==> src/rtl/sysarr_out_writeback.sv <==
// Systolic-array output writeback: counts FIFO shift strobes, captures each full row
// and writes it to the output scratchpad as one DW*N-bit word per row.
module sysarr_out_writeback #(
    parameter int unsigned DW     = 16,
    parameter int unsigned N      = 4,
    parameter int unsigned ADDR_W = 10
) (
    input  logic              clk,
    input  logic              nRST,
    input  logic              start,
    input  logic [ADDR_W-1:0] base_addr,
    input  logic              shift,
    input  logic [DW*N-1:0]   row_in,
    output logic              stall,
    output logic              wr_en,
    output logic [ADDR_W-1:0] wr_addr,
    output logic [DW*N-1:0]   wr_data,
    input  logic              wr_ready,
    output logic              busy,
    output logic              done,
    output logic              err
);

    localparam int unsigned CntW = (N > 1) ? $clog2(N) : 1;
    localparam logic [CntW-1:0] LastIdx = CntW'(N - 1);

    typedef enum logic [2:0] {
        StIdle,
        StCollect,
        StCapture,
        StWrite,
        StDone
    } state_e;

    state_e            state_q;
    logic [CntW-1:0]   elem_cnt_q;
    logic [CntW-1:0]   row_idx_q;
    logic [ADDR_W-1:0] base_q;
    logic [ADDR_W-1:0] wr_addr_q;
    logic [DW*N-1:0]   wr_data_q;
    logic              wr_en_q;
    logic              done_q;
    logic              err_q;
    logic              handshake;

    // Stall must follow the state directly so the drain logic sees it in the same cycle.
    assign stall     = (state_q == StCapture) || (state_q == StWrite);
    assign busy      = (state_q != StIdle);
    assign handshake = wr_en_q && wr_ready;

    assign wr_en   = wr_en_q;
    assign wr_addr = wr_addr_q;
    assign wr_data = wr_data_q;
    assign done    = done_q;
    assign err     = err_q;

    always_ff @(posedge clk or posedge nRST) begin
        if (nRST) begin
            state_q    <= StIdle;
            elem_cnt_q <= '0;
            row_idx_q  <= '0;
            base_q     <= '0;
            wr_addr_q  <= '0;
            wr_data_q  <= '0;
            wr_en_q    <= 1'b0;
            done_q     <= 1'b0;
            err_q      <= 1'b0;
        end else begin
            // A shift while stalled is dropped; only the sticky flag records it.
            if (shift && stall) begin
                err_q <= 1'b1;
            end

            unique case (state_q)
                StIdle: begin
                    if (start) begin
                        base_q     <= base_addr;
                        elem_cnt_q <= '0;
                        row_idx_q  <= '0;
                        err_q      <= 1'b0;
                        state_q    <= StCollect;
                    end
                end

                StCollect: begin
                    if (shift) begin
                        if (elem_cnt_q == LastIdx) begin
                            elem_cnt_q <= '0;
                            state_q    <= StCapture;
                        end else begin
                            elem_cnt_q <= elem_cnt_q + CntW'(1);
                        end
                    end
                end

                // The FIFO updated on the Nth shift edge, so row_in is complete here.
                StCapture: begin
                    wr_data_q <= row_in;
                    wr_addr_q <= base_q + ADDR_W'(row_idx_q);
                    wr_en_q   <= 1'b1;
                    state_q   <= StWrite;
                end

                StWrite: begin
                    if (handshake) begin
                        wr_en_q <= 1'b0;
                        if (row_idx_q == LastIdx) begin
                            done_q  <= 1'b1;
                            state_q <= StDone;
                        end else begin
                            row_idx_q <= row_idx_q + CntW'(1);
                            state_q   <= StCollect;
                        end
                    end
                end

                StDone: begin
                    done_q  <= 1'b0;
                    state_q <= StIdle;
                end

                default: begin
                    wr_en_q <= 1'b0;
                    done_q  <= 1'b0;
                    state_q <= StIdle;
                end
            endcase
        end
    end

endmodule

==> config.mk <==
export PLATFORM = sky130hd
export DESIGN_NAME = sysarr_out_writeback
export DESIGN_NICKNAME = d
export VERILOG_FILES = /design/src/rtl/sysarr_out_writeback.sv
export SDC_FILE = /design/constraint.sdc
export NUM_CORES = 1
export LEC_CHECK = 0
export CAP_MARGIN = 20
export CELL_PAD_IN_SITES_DETAIL_PLACEMENT = 0
export CELL_PAD_IN_SITES_GLOBAL_PLACEMENT = 1
export CORE_MARGIN = 2
export CORE_UTILIZATION = 33
export CTS_CLUSTER_SIZE = 16
export DETAILED_ROUTE_END_ITERATION = 7
export PLACE_DENSITY_LB_ADDON = 0.1
export SLEW_MARGIN = 10
export SYNTH_ARGS = -nofsm -noshare
export SYNTH_HDL_FRONTEND = slang
export SYNTH_SLANG_ARGS = --single-unit
==> constraint.sdc <==
create_clock -name clk -period 3.86 [get_ports clk]
set_input_delay 0.386 -clock clk [delete_from_list [all_inputs] [get_ports clk]]
set_output_delay 0.386 -clock clk [all_outputs]
set_load 0.05 [all_outputs]
==> metrics, run 1 <==
status=finished clean; Reg2Reg Launch Point=state_q[1]; synth top area cells=dfrtp_1, mux2_1, mux2_2, nor2_1, xor2_1; first-pass GRT wire length=around 14 mm; total wire length=8.449 mm; I/O pins=between 150 and 200; Critical Path AT=slightly above 2000 ps; vias in the first global route=2619; mean routed wirelength per cell=about 15 um; Starting DRT DRC Count=49; critical register-to-register path endpoint=wr_data[22]; area leader, netlist=dfrtp_1; Hold Path Class=flop to flop; diode count=0; Synth warnings=0; HPWL after detailed placement=about 6 mm; die area=~12000 um2; Vias=roughly 2600; Tcrit/Tclk final=0.6322; EDFF count, synth=0; initial antenna violation count=0; hold path start=wr_data[55]; DRT Pass-1 Iters=4; setup_tns=0 ps; Avg Vias per Cell=~4.6; most frequent cells in the layout=clkdlybuf4s50_1, dfrtp_1, mux2_1, nor2_1; clock latency on the worst-skew pair=approximately 330 ps; synthesized instance count=about 260; final setup skew=between 7 and 8 ps; Remaining DRCs=0; post-cts sizing count=0; H-tree depth=3; total gr overflow=0; core area=between 10000 and 15000 um2; layout cells sized above 1=0.07294; Die X-Extent=between 100 and 150 um; RSZ-0062 raised after global routing=false; DRT antenna net count=0; Worst Setup Slack post-DPL=approximately 1800 ps; Bufs on Longest Clock Path=2; Async S/R FF share, synth=1.000; Crit Path Max Fanout=13; Hold EP=wr_data[55]; Comb pwr share=0.530; Crit Path Category=flop to primary output; FF-to-FF setup slack=1980 ps; Int Power=roughly 3 mW; CP Capture Type=primary output; VDD IR-drop max=0.4196 mV; Tot Pwr=5.449 mW; fmax=approximately 410 MHz; Worst Slack Setup Final=1420 ps; Initial Utilization=0.3350; pwr dens=between 900 and 1000 nW/um2; share of total power in the clock network=0.157; Post-Synthesis Mean Instance Area=between 10 and 15 um2; Top FF cell, synth=dfrtp_1; Tot GR Track Use=0.1435; post-route insts no fill=~570; port bufs=157; most common cell after layout, fill and taps aside=clkdlybuf4s50_1; Post-Syn Area=about 3800 um2; crit start category=flop; leak pwr=approximately 2.5 nW; overall die height=111.2 um; Total Nets Final=roughly 500; Net Switching=between 2 and 2.5 mW; Cells after DPL=553; post-synth net total=approximately 350; Final Hold Fails=0; post-synthesis sequential area ratio=0.6203; row count=39; Max-cap violations=0; Tmin final=around 2400 ps; worst hold path depth=1; top cell type's share of synthesized area=0.6203; Clock transition at path regs=60 ps; Area growth syn-to-layout=52.79%; Slew HR=0.4277; Root Buffer=clkbuf_16; global placement routability congestion=approximately 0.78; Slew @ Worst Pin=approximately 860 ps; hold buffers post-CTS=0; TritonCTS Sinks=between 90 and 100; number of post-CTS setup repair buffers=0; R2R depth=4; CP required=about 3500 ps; fin. max-slew vios=0; Final Setup Violations=0; CTS buffer count=9; post-synthesis cell type count=34; Seq pwr share=0.313; switch share=0.4481; Seq cells post-synth=94; pin count of the biggest net entering global routing=83; CTS tree=built; Fillers=1031
## registers in the layout, indices dropped and copies added, names as in the netlist
register    count
wr_data        64
base_q         10
wr_addr        10
state_q         3
elem_cnt_q      2
row_idx_q       2
done            1
err             1
wr_en           1
## cell usage after synthesis, types with 2 or more instances
master / n
dfrtp_1: 94
buf_2: 3
nor3_1: 2
nand3_1: 5
nand2_1: 4
buf_4: 8
ha_1: 4
xor2_1: 7
a31oi_1: 2
nand4_1: 2
clkbuf_1: 2
mux2_1: 64
a21oi_1: 12
nor2_1: 17
a22o_1: 2
o21ai_0: 5
mux2_2: 12
## metal layers
metal	wire length (um)	vias to the layer above	track usage
met2	3737	101	0.2163
met3	576	10	0.03773
met5	0	-	0
li1	-	1254	-
met1	3980	1242	0.1950
met4	155	0	0.06420
## critical path, cell delays in order, from the launching register on
cell             delay [ps]
dfrtp_1                 570
inv_2                   110
nor2_1                  200
clkdlybuf4s50_1         840
## kinds of logic after synthesis
family / Yosys count / synth area share
and+or+nand+nor: 40 / 0.05675
buffers and inverters: 15 / 0.02375
adders and majority gates: 5 / 0.01848
xor gates and xnor gates: 8 / 0.01848
AOI/OAI and AO/OA: 24 / 0.03662
muxes: 76 / 0.2257
DFF: 94 / 0.6203
## how the worst max path moves through the flow
| stage | from | end | slack, ps | cells after the start |
|---|---|---|---|---|
| after CTS | state_q[1] | stall | 1410 | 3 |
| after detailed placement | state_q[1] | stall | 1790 | 3 |
| final | state_q[1] | stall | 1420 | 3 |
| after floorplan | nRST | base_q[0] | 1030 | 1 |
| after global placement | state_q[1] | stall | 1800 | 3 |
| after global routing | state_q[1] | stall | 1320 | 3 |
## through the flow
step	util	hold slack, ps	cell area [um2]
floorplan	-	470.1	3792
global placement	0.4867	466.1	5510
detailed placement	0.4867	473.7	5510
CTS	0.5118	487.8	5794
global route	0.5118	495.9	5794
finish	0.5118	480.8	5794
## power groups by stage
stage	Clock, mW	Combinational, mW	Sequential, mW
after floorplan	0	0.587	3.02
after global placement	0	2.89	1.71
after detailed placement	0	2.92	1.73
after CTS	0.890	2.93	1.71
after global routing	0.932	3.02	1.78
final	0.856	2.89	1.70
## cell type report
cell class / instances / area (um2) / area share
timing repair buffer: 161 / 1614 / 0.2786
sequential: 94 / 2352 / 0.4060
clock inverter: 1 / 30.03 / 0.005182
multi-input combinational: 153 / 1355 / 0.2339
inverter: 2 / 10.01 / 0.001727
tap: 143 / 178.9 / 0.03088
clock buffer: 14 / 254.0 / 0.04384
Note: power is estimated with default switching activity, not from simulation.
==> run 2: changes to the inputs <==
==> constraint.sdc (replaced) <==
create_clock -name clk -period 2.4 [get_ports clk]
set_input_delay 0.24 -clock clk [delete_from_list [all_inputs] [get_ports clk]]
set_output_delay 0.24 -clock clk [all_outputs]
set_load 0.05 [all_outputs]
==> run 2 against run 1 <==
Worst hold slack worse by 150 ps. Flip-flop and latch count unchanged. Cell count shrank 0.53%. Count of clock-buffer cells in the layout down 4. Critical endpoint is now busy. Combinational power grew 61%. Critical path depth fell by 1. Core utilization is essentially flat. Global-route usage down 0.12 points. Non-clock buffer count stayed put. Critical path type unchanged. Highest routed layer unchanged.
==> metrics, run 2 (synthesis results as in run 1) <==
vias in the first global route=2692 (+2.8%); Starting DRT DRC Count=85 (+73%); post-cts sizing count=0 (unchanged); die area=12370 um2 (unchanged); CTS tree=built; Hold Path Class=input pin to async pin; CP Capture Type=primary output; pin count of the biggest net entering global routing=83 (unchanged); CP delay by family, top=buffers and inverters; DRT Pass-1 Iters=3 (-1); Fillers=1040 (+0.87%); Crit path buffers/inverters=1 (-1); Clock transition at path regs=60 ps (about the same); status=finished clean; Tmin final=approximately 2200 ps; Slew HR=0.5884 (+0.1608); CTS buffer count=9 (unchanged); layout cells sized above 1=0.07583 (+0.002888); Tcrit/Tclk final=0.9253; H-tree depth=3 (unchanged); Max-cap violations=0 (unchanged); number of post-CTS setup repair buffers=0 (unchanged); R2R depth=4 (unchanged); I/O pins=158 (unchanged); mean routed wirelength per cell=15.03 um (+1.1%); total wire length=8.494 mm (+0.53%); peak per-stage delay on the critical path=710 ps (-130 ps); Reg2Reg Launch Point=state_q[1]; Final Setup Violations=0 (unchanged); Crit Path Max Fanout=14 (+1); critical register-to-register path endpoint=wr_data[17]; Crit Path Category=flop to primary output; fmax=450.3 MHz; Final Hold Fails=0 (unchanged); diode count=0 (unchanged); most frequent cells in the layout=clkdlybuf4s50_1, dfrtp_1, mux2_1, nor2_1; Initial Utilization=0.3350 (unchanged); overall die height=111.2 um (unchanged); final instance area=5791 um2 (about the same); Layout Utilization=0.5115 (about the same); fin. max-slew vios=0 (unchanged); max reg flops=64 (unchanged); global placement routability congestion=0.8029 (+3.1%); DRT antenna net count=0 (unchanged); leak pwr=2.474 nW (+0.13%); CP max-delay cell=clkdlybuf4s50_1; initial antenna violation count=0 (unchanged); most common cell after layout, fill and taps aside=clkdlybuf4s50_1; CP required=2160 ps (-1310 ps); Area growth syn-to-layout=52.69% (about the same); total gr overflow=0 (unchanged); RSZ-0062 raised after global routing=false; Total Nets Final=505 (unchanged); final setup skew=5.094 ps (-2.336 ps); crit start category=flop; Die X-Extent=111.2 um (unchanged); VDD IR-drop max=0.6591 mV (+57%); Slew @ Worst Pin=616.0 ps (-242.4 ps); HPWL after detailed placement=6.116 mm (+0.58%); Vias=2596 (-0.42%); FF-to-FF setup slack=530 ps (-1450 ps); Bufs on Longest Clock Path=2 (unchanged); Root Buffer=clkbuf_16; core area=11320 um2 (unchanged); port bufs=157 (unchanged); Critical Path AT=1980 ps (-70 ps); first-pass GRT wire length=13.85 mm (-0.94%); Final Hold Slack=334.5 ps (-146.3 ps); Tot GR Track Use=0.1422 (-0.001218); CP cell instances=or3_1, clkdlybuf4s50_1; placed cell areas=5537 um2 (+0.48%); row count=39 (unchanged); setup_tns=0 ps (unchanged); clock latency on the worst-skew pair=330 ps (about the same); Remaining DRCs=0 (unchanged); hold buffers post-CTS=0 (unchanged); TritonCTS Sinks=94 (unchanged); Tot Pwr=8.645 mW (+59%); pwr dens=1493 nW/um2 (+59%); Avg Vias per Cell=4.595 (+0.11%)
run 2: changes by cell type in the layout (fill, tap and decap cells not counted):
cell / delta
buf_12: +2
bufinv_16: -1
clkbuf_1: -4
clkdlybuf4s50_1: -1
dlymetal6s2s_1: +1
buf_4: -2
clkinvlp_4: +2
clkinv_2: +1
inv_4: -1
run 2: where the power goes:
part | internal, mW | switching [mW] | total [mW] | leakage (nW)
sequential | 2.32 | 0.433 | 2.75 | 1.16
clock | 0.705 | 0.546 | 1.25 | 0.122
combinational | 1.69 | 2.95 | 4.64 | 1.19
total | 4.71 | 3.93 | 8.65 | 2.47
run 2: layout make-up:
class	instances	area [um2]	area share
clock buffer	10	239.0	0.04127
clock inverter	2	12.51	0.002161
inverter	2	11.26	0.001945
multi-input combinational	153	1355	0.2340
sequential	94	2352	0.4062
tap	143	178.9	0.03090
timing repair buffer	161	1642	0.2835
run 2: worst register-to-register path, stage by stage (launching register included):
cell	delay (ps)
dfrtp_1	580
inv_2	110
nor3_2	240
buf_12	390
mux2_1	430
run 2: layer usage:
layer,vias to the layer above,GRT usage,part of all wire
met5,-,0,0
met4,0,0.06420,0.014
met3,9,0.03226,0.053
met2,84,0.2220,0.47
met1,1260,0.1897,0.46
li1,1243,-,-
run 2: worst max-delay path by stage:
stage	from	endpoint	slack (ps)	cells after the start
floorplan	state_q[1]	err	920	4
global placement	state_q[1]	stall	490	3
detailed placement	state_q[1]	stall	460	3
CTS	state_q[1]	stall	80	3
global route	state_q[0]	busy	100	2
finish	state_q[0]	busy	180	2
run 2: through the flow:
stage	cells	setup WS (ps)
after global placement	553	492.4
after global routing	565	100.8
after detailed placement	553	460.0
final	565	179.3
after floorplan	262	917.4
after CTS	565	83.94
==> run 3: changes to the inputs <==
--- a/config.mk
+++ b/config.mk
@@ -9,7 +9,7 @@
 export CELL_PAD_IN_SITES_DETAIL_PLACEMENT = 0
 export CELL_PAD_IN_SITES_GLOBAL_PLACEMENT = 1
 export CORE_MARGIN = 2
-export CORE_UTILIZATION = 33
+export CORE_UTILIZATION = 25
 export CTS_CLUSTER_SIZE = 16
 export DETAILED_ROUTE_END_ITERATION = 7
 export PLACE_DENSITY_LB_ADDON = 0.1
==> run 3 against run 2 <==
Non-clock buffer count is 4 higher. Maximum frequency is 0.75% lower. Largest power group unchanged. Critical path depth stayed put. Sequential power hardly changed.
==> metrics, run 3 (synthesis results as in run 1) <==
I/O pins=158 (unchanged); fmax=446.9 MHz (-0.75%); CP max-delay cell=clkdlybuf4s50_1; TritonCTS Sinks=94 (unchanged); status=finished clean; critical register-to-register path endpoint=wr_data[14]; hold buffers post-CTS=0 (unchanged); wire length on met1=4.335 mm (+11%); Initial Utilization=0.2523 (-0.08272); uppermost layer routed=met4; most common cell after layout, fill and taps aside=clkdlybuf4s50_1; final setup skew=8.539 ps (+3.445 ps); H-tree depth=3 (unchanged); Tot GR Track Use=0.1153 (-0.02694); RSZ-0062 raised after global routing=false; Hold Path Class=input pin to async pin; layout cells sized above 1=0.08837 (+0.01254); Layout Utilization=0.3943 (-0.1172); Final Setup Violations=0 (unchanged); Die X-Extent=127.2 um (+14%); Tcrit/Tclk final=0.9323 (+0.007038); port bufs=157 (unchanged); mean routed wirelength per cell=14.47 um (-3.8%); CP delay by family, top=buffers and inverters; Max-cap violations=0 (unchanged); Final Hold Fails=0 (unchanged); CP required=2160 ps (about the same); R2R depth=4 (unchanged); first-pass GRT wire length=14.37 mm (+3.8%); Tot Pwr=8.851 mW (+2.4%); Tmin final=2238 ps (+16.89 ps); met2 wire len=3.905 mm (-2.4%); Slew @ Worst Pin=564.5 ps (-51.56 ps); Area growth syn-to-layout=56.32%; Crit Path Max Fanout=14 (unchanged); overall die height=127.2 um (+14%); Met3 Wirelength=507 um (+12%); Slew HR=0.6225 (+0.03406); CTS buffer count=9 (unchanged); crit start category=flop; VDD IR-drop max=0.4189 mV (-36%); most frequent cells in the layout=clkdlybuf4s50_1, dfrtp_1, mux2_1, nor2_1; Bufs on Longest Clock Path=2 (unchanged); pwr dens=1493 nW/um2 (about the same); max reg flops=64 (unchanged); Crit path buffers/inverters=1 (unchanged); Root Buffer=clkbuf_16; CTS tree=built; Critical Path AT=2000 ps (+20 ps); total wire length=8.942 mm (+5.3%); Total Nets Final=509 (+0.79%); DRT antenna net count=0 (unchanged); CP cell instances=or3_1, clkdlybuf4s50_1; total gr overflow=0 (unchanged); clock latency on the worst-skew pair=340 ps (about the same); Cells after DPL=602 (+8.9%); Clock transition at path regs=70 ps (about the same); HPWL after detailed placement=6.752 mm (+10%); peak per-stage delay on the critical path=710 ps (about the same); FF-to-FF setup slack=460 ps (-70 ps); post-route insts no fill=618 (+9.4%); global placement routability congestion=0.7552 (-5.9%); Remaining DRCs=0 (unchanged); row count=45 (+15%); vias in the first global route=2708 (+0.59%); pin count of the biggest net entering global routing=43 (-48%); DRT Pass-1 Iters=4 (+1); Starting DRT DRC Count=58 (-32%); initial antenna violation count=0 (unchanged); Crit Path Category=flop to primary output; diode count=0 (unchanged); leak pwr=2.517 nW (+1.7%); Vias=2624 (+1.1%); Reg2Reg Launch Point=state_q[1]; setup_tns=0 ps (unchanged); CP Capture Type=primary output; fin. max-slew vios=0 (unchanged); die area=16170 um2 (+31%); core area=15030 um2 (+33%); Avg Vias per Cell=4.246 (-7.6%)
==> run 3: repair_timing <==
item                                    in CTS  in global routing
hold endpoints to repair                     0                  0
setup buffers                                0                  0
gates resized for setup                      0                  1
endpoints found under the setup margin       0                  1
==> run 3: worst max-delay path by stage <==
stage | end | slack, ps | depth (start not counted) | startpoint
after global placement | stall | 470 | 3 | state_q[1]
after floorplan | err | 920 | 4 | state_q[1]
after CTS | stall | 60 | 3 | state_q[1]
after detailed placement | wr_data[14] | 450 | 4 | state_q[1]
final | busy | 160 | 2 | state_q[0]
after global routing | busy | 90 | 2 | state_q[0]
==> run 3: through the flow <==
step	instance area, um2	hold WS, ps	setup WS (ps)
3_5_place_dp	5623	473.8	453.8
2_1_floorplan	3796	374.7	917.4
3_3_place_gp	5623	467.8	467.9
5_1_grt	5928	162.1	85.18
6_report	5928	168.8	162.4
4_1_cts	5926	153.3	61.74
==> run 3: cell type report <==
| class | instances | area, um2 |
|---|---|---|
| tap | 188 | 235.2 |
| fill | 1449 | 9105 |
| sequential | 94 | 2352 |
| clock buffer | 13 | 260.3 |
| inverter | 2 | 11.26 |
| timing repair buffer | 165 | 1672 |
| clock inverter | 3 | 42.54 |
| multi-input combinational | 153 | 1355 |
==> run 3: worst reg2reg max path, cell delays in order, from the launching register on <==
cell     delay, ps
dfrtp_1        580
inv_2          120
nor3_2         460
buf_12         290
mux2_1         370
==> run 3: power by group <==
| part | total (mW) | leakage [nW] | internal (mW) | switching (mW) |
|---|---|---|---|---|
| clock | 1.44 | 0.146 | 0.864 | 0.581 |
| sequential | 2.76 | 1.16 | 2.32 | 0.439 |
| combinational | 4.65 | 1.21 | 1.70 | 2.95 |
==> run 3: routing by layer <==
layer,up-vias,GRT usage
met5,-,0
li1,1256,-
met1,1258,0.1526
met2,99,0.1758
met3,11,0.03057
met4,0,0.05624
